**src/rtl/mem_dump_uart.sv**
```systemverilog
// mem_dump_uart
//   Walks a block of 16-bit words in a synchronous RAM and streams each one
//   over an 8N1 UART as four lowercase hex digits followed by CR LF.
//
// Ports
//   clk         single clock
//   reset       synchronous, active-high reset
//   start       request a dump (ignored while busy)
//   start_addr  first word address, latched when start is accepted
//   word_count  number of words to dump, latched when start is accepted
//   mem_rd      read strobe to the RAM (one cycle per word)
//   mem_addr    read address, held between reads
//   mem_q       RAM read data, valid the cycle after mem_rd
//   txd         UART serial output, idle high
//   busy        high from start acceptance until done
//   done        one-cycle pulse when the dump completes
module mem_dump_uart #(
  parameter int CLKS_PER_BIT = 434,
  parameter int ADDR_W       = 8,
  parameter int DATA_W       = 16
) (
  input  logic              clk,
  input  logic              reset,
  input  logic              start,
  input  logic [ADDR_W-1:0] start_addr,
  input  logic [ADDR_W:0]   word_count,
  output logic              mem_rd,
  output logic [ADDR_W-1:0] mem_addr,
  input  logic [DATA_W-1:0] mem_q,
  output logic              txd,
  output logic              busy,
  output logic              done
);

  localparam int BAUD_W = (CLKS_PER_BIT > 1) ? $clog2(CLKS_PER_BIT) : 1;
  localparam logic [BAUD_W-1:0] BAUD_MAX = BAUD_W'(CLKS_PER_BIT - 1);
  localparam logic [BAUD_W-1:0] BAUD_ONE = BAUD_W'(1);
  localparam logic [ADDR_W-1:0] ADDR_ONE = ADDR_W'(1);
  localparam logic [ADDR_W:0]   CNT_ONE  = (ADDR_W + 1)'(1);
  localparam logic [ADDR_W:0]   CNT_ZERO = (ADDR_W + 1)'(0);

  typedef enum logic [2:0] {
    IDLE    = 3'd0,
    READ    = 3'd1,
    CAPTURE = 3'd2,
    SEND    = 3'd3,
    NEXT    = 3'd4,
    FIN     = 3'd5
  } state_t;

  // ASCII for one nibble: '0'-'9' then 'a'-'f'
  function automatic logic [7:0] hex_ascii(input logic [3:0] n);
    logic [7:0] r;
    if (n < 4'd10) begin
      r = 8'h30 + {4'h0, n};
    end else begin
      r = 8'h57 + {4'h0, n};
    end
    return r;
  endfunction

  // Byte idx of the six-byte line for word w: 4 hex digits MS first, CR, LF
  function automatic logic [7:0] dump_byte(input logic [15:0] w, input logic [2:0] idx);
    logic [7:0] r;
    case (idx)
      3'd0:    r = hex_ascii(w[15:12]);
      3'd1:    r = hex_ascii(w[11:8]);
      3'd2:    r = hex_ascii(w[7:4]);
      3'd3:    r = hex_ascii(w[3:0]);
      3'd4:    r = 8'h0D;
      default: r = 8'h0A;
    endcase
    return r;
  endfunction

  // Line level for frame position bit_idx: 0 = start, 1..8 = data LSB first, 9 = stop
  function automatic logic frame_bit(input logic [7:0] b, input logic [3:0] bit_idx);
    logic       r;
    logic [2:0] sel;
    sel = 3'(bit_idx - 4'd1);
    if (bit_idx == 4'd0) begin
      r = 1'b0;
    end else if (bit_idx <= 4'd8) begin
      r = b[sel];
    end else begin
      r = 1'b1;
    end
    return r;
  endfunction

  state_t              state_q, state_d;
  logic [ADDR_W-1:0]   addr_q, addr_d;
  logic [ADDR_W:0]     cnt_q, cnt_d;
  logic [15:0]         shadow_q, shadow_d;
  logic [2:0]          byte_q, byte_d;
  logic [3:0]          bit_q, bit_d;
  logic [BAUD_W-1:0]   baud_q, baud_d;
  logic                txd_q, txd_d;
  logic                busy_q, busy_d;
  logic                done_q, done_d;
  logic                mem_rd_q, mem_rd_d;
  logic [ADDR_W-1:0]   mem_addr_q, mem_addr_d;

  // Next-state, counter and output decode; outputs are computed for the
  // upcoming state so that every port comes straight from a flop.
  always_comb begin
    state_d    = state_q;
    addr_d     = addr_q;
    cnt_d      = cnt_q;
    shadow_d   = shadow_q;
    byte_d     = byte_q;
    bit_d      = bit_q;
    baud_d     = baud_q;
    busy_d     = busy_q;
    done_d     = 1'b0;
    txd_d      = 1'b1;
    mem_rd_d   = 1'b0;
    mem_addr_d = mem_addr_q;

    case (state_q)
      IDLE: begin
        if (start) begin
          addr_d = start_addr;
          cnt_d  = word_count;
          busy_d = 1'b1;
          if (word_count == CNT_ZERO) begin
            state_d = FIN;
          end else begin
            state_d = READ;
          end
        end else begin
          busy_d  = 1'b0;
          state_d = IDLE;
        end
      end
      READ: begin
        busy_d  = 1'b1;
        state_d = CAPTURE;
      end
      CAPTURE: begin
        busy_d   = 1'b1;
        shadow_d = mem_q[15:0];
        byte_d   = 3'd0;
        bit_d    = 4'd0;
        baud_d   = {BAUD_W{1'b0}};
        state_d  = SEND;
      end
      SEND: begin
        busy_d = 1'b1;
        if (baud_q == BAUD_MAX) begin
          baud_d = {BAUD_W{1'b0}};
          if (bit_q == 4'd9) begin
            bit_d = 4'd0;
            if (byte_q == 3'd5) begin
              state_d = NEXT;
            end else begin
              byte_d = byte_q + 3'd1;
            end
          end else begin
            bit_d = bit_q + 4'd1;
          end
        end else begin
          baud_d = baud_q + BAUD_ONE;
        end
      end
      NEXT: begin
        busy_d = 1'b1;
        addr_d = addr_q + ADDR_ONE;
        cnt_d  = cnt_q - CNT_ONE;
        if (cnt_d != CNT_ZERO) begin
          state_d = READ;
        end else begin
          state_d = FIN;
        end
      end
      FIN: begin
        // done rises and busy falls together on the edge leaving FIN
        busy_d  = 1'b0;
        done_d  = 1'b1;
        state_d = IDLE;
      end
      default: begin
        busy_d  = 1'b0;
        state_d = IDLE;
      end
    endcase

    if (state_d == READ) begin
      mem_rd_d   = 1'b1;
      mem_addr_d = addr_d;
    end else begin
      mem_rd_d   = 1'b0;
      mem_addr_d = mem_addr_q;
    end

    if (state_d == SEND) begin
      txd_d = frame_bit(dump_byte(shadow_d, byte_d), bit_d);
    end else begin
      txd_d = 1'b1;
    end
  end

  // State, counters and registered outputs
  always_ff @(posedge clk) begin
    if (reset) begin
      state_q    <= IDLE;
      addr_q     <= {ADDR_W{1'b0}};
      cnt_q      <= CNT_ZERO;
      shadow_q   <= 16'h0000;
      byte_q     <= 3'd0;
      bit_q      <= 4'd0;
      baud_q     <= {BAUD_W{1'b0}};
      txd_q      <= 1'b1;
      busy_q     <= 1'b0;
      done_q     <= 1'b0;
      mem_rd_q   <= 1'b0;
      mem_addr_q <= {ADDR_W{1'b0}};
    end else begin
      state_q    <= state_d;
      addr_q     <= addr_d;
      cnt_q      <= cnt_d;
      shadow_q   <= shadow_d;
      byte_q     <= byte_d;
      bit_q      <= bit_d;
      baud_q     <= baud_d;
      txd_q      <= txd_d;
      busy_q     <= busy_d;
      done_q     <= done_d;
      mem_rd_q   <= mem_rd_d;
      mem_addr_q <= mem_addr_d;
    end
  end

  assign txd      = txd_q;
  assign busy     = busy_q;
  assign done     = done_q;
  assign mem_rd   = mem_rd_q;
  assign mem_addr = mem_addr_q;

endmodule
```
**config.mk**
```make
export PLATFORM = sky130hd
export DESIGN_NAME = mem_dump_uart
export DESIGN_NICKNAME = d
export VERILOG_FILES = /design/src/rtl/mem_dump_uart.sv
export SDC_FILE = /design/constraint.sdc
export NUM_CORES = 1
export LEC_CHECK = 0
export ABC_AREA = 1
export BUFFER_PORTS_ARGS = -buffer_cell sky130_fd_sc_hd__buf_2
export CAP_MARGIN = 30
export CORE_ASPECT_RATIO = 0.9
export CORE_MARGIN = 2
export CORE_UTILIZATION = 42
export DETAILED_ROUTE_END_ITERATION = 8
export SYNTH_ARGS = -nofsm -noshare
export SYNTH_HDL_FRONTEND = slang
export SYNTH_SLANG_ARGS = --single-unit
```
**constraint.sdc**
```tcl
create_clock -name clk -period 3.19 [get_ports clk]
set_input_delay 0.4785 -clock clk [delete_from_list [all_inputs] [get_ports clk]]
set_output_delay 0.4785 -clock clk [all_outputs]
set_load 0.03 [all_outputs]
```
* After elaboration in Yosys (flattened, before gate mapping) *
Cells that the tools add are included.

cells by class
  add/sub/neg operators = 14
  magnitude comparators = 6
  equality and inequality tests = 15
  mux-type cells = 35
  bitwise operators = 1
  reductions and logical operators = 10

operator list
  kind                                                  number
  2-to-1 mux 8 bit                                      6
  case mux 8 bit (5 select lines)                       1
  case mux 9 bit (2 select lines)                       2
  adder 7 x 4 -> 8 bit (first input constant)           4
  adder 6 x 4 -> 7 bit (first input constant)           4
  2-to-1 mux 3 bit                                      9
  2-to-1 mux 9 bit                                      2
  < comparator 4 bit (second input constant)            4
  2-to-1 mux 16 bit                                     1
  case mux 8 bit (2 select lines)                       1
  equality test 3 x 2 -> 1 bit (second input constant)  5
  case mux 3 bit (5 select lines)                       1
  equality test 3 bit (second input constant)           4
  adder 9 x 1 -> 9 bit (second input constant)          1
  equality test 3 x 1 -> 1 bit (second input constant)  3
  equality test 9 bit (second input constant)           1
  zero test 9 bit                                       1
  nonzero test 9 bit                                    1
  subtractor 9 x 1 -> 9 bit (second input constant)     1
  adder 8 x 1 -> 8 bit (second input constant)          1
  2-to-1 mux 4 bit                                      2
  case mux 4 bit (2 select lines)                       1
  zero test 3 bit                                       2
  2-to-1 mux 1 bit                                      6
  16 further kinds                                      17

word-level totals
  register bits after elaboration = 64
  bits of input ports = 36
  output and inout port bits = 12
  word-level logic and storage cells = 93

* Logic depth before layout (Yosys ltp) *
  depth in word-level cells = 12
  depth in mapped cells = 21
  gate-level depth less buffers = 20

* Worst setup path after synthesis *
Ideal clock, no wire load.

  kind = reg-to-reg
  from = register baud_q[1]
  to = register txd_q (netlist: txd)
  library setup time = 112 ps
  data arrival time = 2103 ps
  required time = 3078 ps
  setup slack = 975 ps
  cell stages (with the launch flop) = 20
  path buffers = 0
  clock period less this slack = 2215 ps
  cells stage by stage = dfxtp_1 inv_1 ha_1 nand2_1 inv_1 nand2_1 nor2_4 nand2_1 o21ai_0 o21ai_1 ha_1 inv_1 nor2_1 nand2_1 nor2_1 nor2_1 a21boi_1 nand2_1 nand2_1 nand2_1

on the way
  word-level cells in the longest chain between the ends = 10
  elaborated cells on any way between the ends = 24
  those cells by class = add/sub (1); order compare (1); eq/ne (6); mux (12); bitwise (1); reduce/logical (3)

RTL lines
  item                                         RTL line  RTL
  start: declaration                           97        logic [BAUD_W-1:0] baud_q, baud_d;
  start signal: assignment                     212       baud_q <= {BAUD_W{1'b0}};
  start signal: assignment                     225       baud_q <= baud_d;
  equality test 9 bit *                        150       if (baud_q == BAUD_MAX) begin
  2-to-1 mux 3 bit                             150
  case mux 3 bit (2 select lines)              120       case (state_q)
  equality test 3 bit (tied with other cells)  65        case (idx)
  case mux 8 bit (5 select lines)              65
  2-to-1 mux 8 bit                             196       if (state_d == SEND) begin
  binary-select mux 1 bit (select 3 bit)       84        r = b[sel];
  2-to-1 mux 1 bit (implied by the code)       84
  2-to-1 mux 1 bit                             83        end else if (bit_idx <= 4'd8) begin
  2-to-1 mux 1 bit                             81        if (bit_idx == 4'd0) begin
  end signal: assignment                       226       txd_q <= txd_d;
  end: declaration                             98        logic txd_q, txd_d;

Mark *: on every way between the ends. The rest lies on a longest branch, timed or not. The select of a mux whose other input is x is not followed.
A chain may end at the register's enable or synchronous reset.

* Worst setup path after layout *
  from = register state_q[1]
  to = register txd_q (netlist: txd)

on the way
  word-level cells in the longest chain between the ends = 10
  elaborated cells on any way between the ends = 45
  those cells by class = add/sub (9); order compare (5); eq/ne (9); mux (17); bitwise (1); reduce/logical (4)

RTL lines
  item                                          RTL line  RTL
  start: declaration                            91        state_t state_q, state_d;
  start signal: assignment                      219       state_q <= state_d;
  equality test 3 x 2 -> 1 bit                  120
  2-to-1 mux 16 bit                             120
  adder 7 x 4 -> 8 bit (tied with other cells)  57        r = 8'h57 + {4'h0, n};
  2-to-1 mux 8 bit                              54        if (n < 4'd10) begin
  case mux 8 bit (5 select lines)               65
  2-to-1 mux 8 bit                              196
  binary-select mux 1 bit (select 3 bit)        84
  2-to-1 mux 1 bit (implied by the code)        84
  2-to-1 mux 1 bit                              83
  2-to-1 mux 1 bit                              81

Parallel ways exist; a longest one is shown, timed or not. The select of a mux whose other input is x is not followed.

==> flow_metrics.env <==
export IMPL_cp_num_buf_inv=2
export IMPL_path_clk_slew_ns=0.06
export IMPL_syn_num_nets=685
export IMPL_synth_seq_cells=64
export IMPL_fin_setup_tns_ns=0
export IMPL_postCtsSetupBuffers=0
export IMPL_drv_cap=0
export IMPL_cp_common_cell="nand2_1"
export IMPL_cts_tree="yes"
export IMPL_final_nets=729
export IMPL_hold_viol_final=0
export IMPL_grt_use_met3_pct=4.35
export IMPL_synthTopCellsByArea="dfxtp_1, nand2_1, inv_1"
export IMPL_outcome="complete, no violations"
export IMPL_relSlewSlack_pct=58.7
export IMPL_synth_cells=635
export IMPL_nFillCells=1008
export IMPL_clk_path_buf_depth=2
export IMPL_place_gp_congestion=0.885
export IMPL_grt_pass1_wl_um=17400
export IMPL_postRouteAntennaNets=0
export IMPL_grt_setup_unrepaired="no"
export IMPL_diodes=0
export IMPL_postLayoutCellArea_um2=4910
export IMPL_cts_buffers_inserted=9
export IMPL_rows=34
export IMPL_hold_path_startpoint="word_count[6]"
export IMPL_dieArea_um2=11000
export IMPL_regArea_um2=1280
export IMPL_max_stage_delay_ns=0.57
export IMPL_use_met1_pct=24.7
export IMPL_first_global_vias=3812
export IMPL_cp_end_kind="register"
export IMPL_drt_iter0_drc=148
export IMPL_grt_max_degree=35
export IMPL_worst_ir_drop_vdd_mv=0.384
export IMPL_clk_latency_ns=0.33
export IMPL_final_layout_size_suffix_gt1_share_pct=19.3
export IMPL_period_minus_slack_ns=2.65
export IMPL_synth_top_area_share_pct=29.9
export IMPL_worstPathCellList="nand3_2 -> nand2_1 -> nand2_1 -> inv_1 -> ha_1 -> inv_1 -> o21ai_0 -> o21ai_0 -> nand3_1 -> nand2_1 -> o21ai_1 -> nand3_1 -> nand3_1 -> nand2_1 -> nand2_1 -> nand2_1"
export IMPL_wl_per_cell_um=12.2
export IMPL_dpl_hpwl_um=7370
export IMPL_coreArea_um2=9780
export IMPL_antenna_found_initial=0
export IMPL_fin_crit_sh_pct=83.2
export IMPL_yosysTopAreaCell="dfxtp_1"
export IMPL_seq_area_frac_synth_pct=29.9
export IMPL_power_density_nw_per_um2=569
export IMPL_post_cts_resized=0
export IMPL_ctsHoldBuffers=0
export IMPL_path_class="register to register"
export IMPL_port_buffers=47
export IMPL_worstReg2RegStart="state_q[1]"
export IMPL_multi_input_area_um2=2470
export IMPL_syn_area_um2=4280
export IMPL_setup_viol=0
export IMPL_gr_total_overflow=0
export IMPL_cts_sinks=64
export IMPL_yosys_warnings=0
export IMPL_hold_class="input pin to register"
export IMPL_power_leakage_nw=2.31
export IMPL_grt_usage_pct=19.0
export IMPL_path_max_fanout=19
export IMPL_skew_ns=0.00880
export IMPL_areaGrowthSynthToFinish_pct=14.8
export IMPL_cp_top_family="simple AND/OR/NAND/NOR gates"
export IMPL_syn_area_per_cell_um2=6.74
export IMPL_vias=3956
export IMPL_cts_root_buf="clkbuf_16"
export IMPL_wirelength_um=9860
export IMPL_avgViaCountPerCell=4.88
export IMPL_fmax_mhz=377
export IMPL_synth_cell_types=49
export IMPL_busiest_layer="met2"
export IMPL_start_kind="register"
export IMPL_die_x_um=110
export IMPL_placed_cell_area_um2=4580
export IMPL_cp_required_ns=3.41
export IMPL_timing_worst_slew_pin_value_ns=0.619
export IMPL_use_met2_pct=31.5
export IMPL_critPathSlowestCell="dfxtp_1"
export IMPL_crit_path_start="state_q[1]"
export IMPL_drc=0
export IMPL_start_util_pct=43.7
export IMPL_ios=48
export IMPL_htreeDepth=3
export IMPL_die_h_um=99.8
export IMPL_final_max_slew_viol_count=0
export IMPL_arrival_ns=2.87
export IMPL_first_pass_iters=4
[routing by layer]
metal | share of wire [%] | up-vias | wire [µm]
met4 | 0.79 | 0 | 78
met3 | 3.4 | 8 | 337
met2 | 46 | 60 | 4500
met5 | 0 | - | 0
li1 | - | 2134 | -
met1 | 50 | 1754 | 4940
[cells in the final DEF, fill, tap and decap left out, types with 2 or more instances in the layout]
cell,instances
a21oi_1,29
a21oi_4,2
a221oi_1,6
a31oi_1,3
buf_2,47
buf_4,4
bufinv_16,2
clkbuf_16,9
clkinv_4,2
dfxtp_1,64
ha_1,14
inv_1,92
inv_2,14
inv_4,2
nand2_1,127
nand2_2,20
nand2_4,3
nand3_1,38
nand3_2,3
nand4_1,18
nor2_1,76
nor2_2,3
nor2_4,4
nor2_8,3
nor3_1,13
nor4_1,3
o21ai_0,29
o21ai_1,10
o21ai_2,3
o21ai_4,2
o21bai_1,4
o22ai_1,6
or2_0,2
xnor2_1,4
xor2_1,7
[worst paths after layout]
kind         slack [ns]         to  cells past startpoint
max reg2reg        0.54        txd                     16
min reg2reg        0.49  baud_q[7]                      2
max                0.54        txd                     16
min                0.43   cnt_q[6]                      3
[area by class of cell]
class	instances	area share, %
multi-input combinational	445	50.3
tap	126	3.21
clock inverter	6	1.86
sequential	64	26.1
inverter	108	8.35
timing repair buffer	51	5.40
clock buffer	10	4.86
[per-stage QoR]
step	power, mW	instances	util [%]	setup slack [ns]	hold slack (ns)
CTS	2.84	810	50.2	0.529	0.417
finish	2.80	810	50.2	0.537	0.435
global placement	1.72	794	46.9	0.594	0.476
floorplan	1.58	635	-	0.975	0.458
global route	2.99	810	50.2	0.192	0.428
detailed placement	1.74	794	46.9	0.546	0.481
[registers in the layout (all words and copies together) (netlist names)]
name / cells
baud_q: 9
mem_addr: 8
mem_rd: 1
cnt_q: 9
bit_q: 4
addr_q: 8
state_q: 3
txd: 1
byte_q: 3
shadow_q: 16
done: 1
busy: 1
[report_power, final]
part	internal [mW]	switching, mW
clock	0.709	0.370
combinational	0.266	0.522
sequential	0.879	0.0518
[cell usage after synthesis, drive strengths merged]
cell and number:
nand3b 1, buf 12, nand3 41, dfxtp 64, nand2 151, o41ai 1, nor2 86, nor4 3
o311ai 1, ha 14, a31oi 3, a221oi 6, a211oi 1, o211ai 1, a21boi 1, xnor2 4
a21oi 32, nor3b 1, xor2 8, a211o 1, o221ai 1, o21ai 44, o22ai 6, o21bai 4
inv 108, nor3 13, clkbuf 6, or2 3, nand4 18
[worst register-to-register path, cell delays in order, from the launching register on]
cell and delay [ns]:
dfxtp_1 0.57, nand3_2 0.52, nand2_1 0.19, nand2_1 0.08, inv_1 0.10, ha_1 0.17, inv_1 0.05, o21ai_0 0.15
o21ai_0 0.11, nand3_1 0.09, nand2_1 0.07, o21ai_1 0.12, nand3_1 0.09, nand3_1 0.07, nand2_1 0.05, nand2_1 0.05
nand2_1 0.05
[cells by family (layout without fill, tap and decap cells)]
group	count (synthesis)	in the layout	synth area share [%]
AND/OR/NAND/NOR	317	317	35.7
buffers and inverters	126	175	12.4
AO/OA/AOI/OAI	102	102	15.3
flip-flops	64	64	29.9
adder cells (fa/ha/maj)	14	14	4.09
XOR/XNOR	12	12	2.63
No activity file was read; power rests on OpenSTA's default activity.
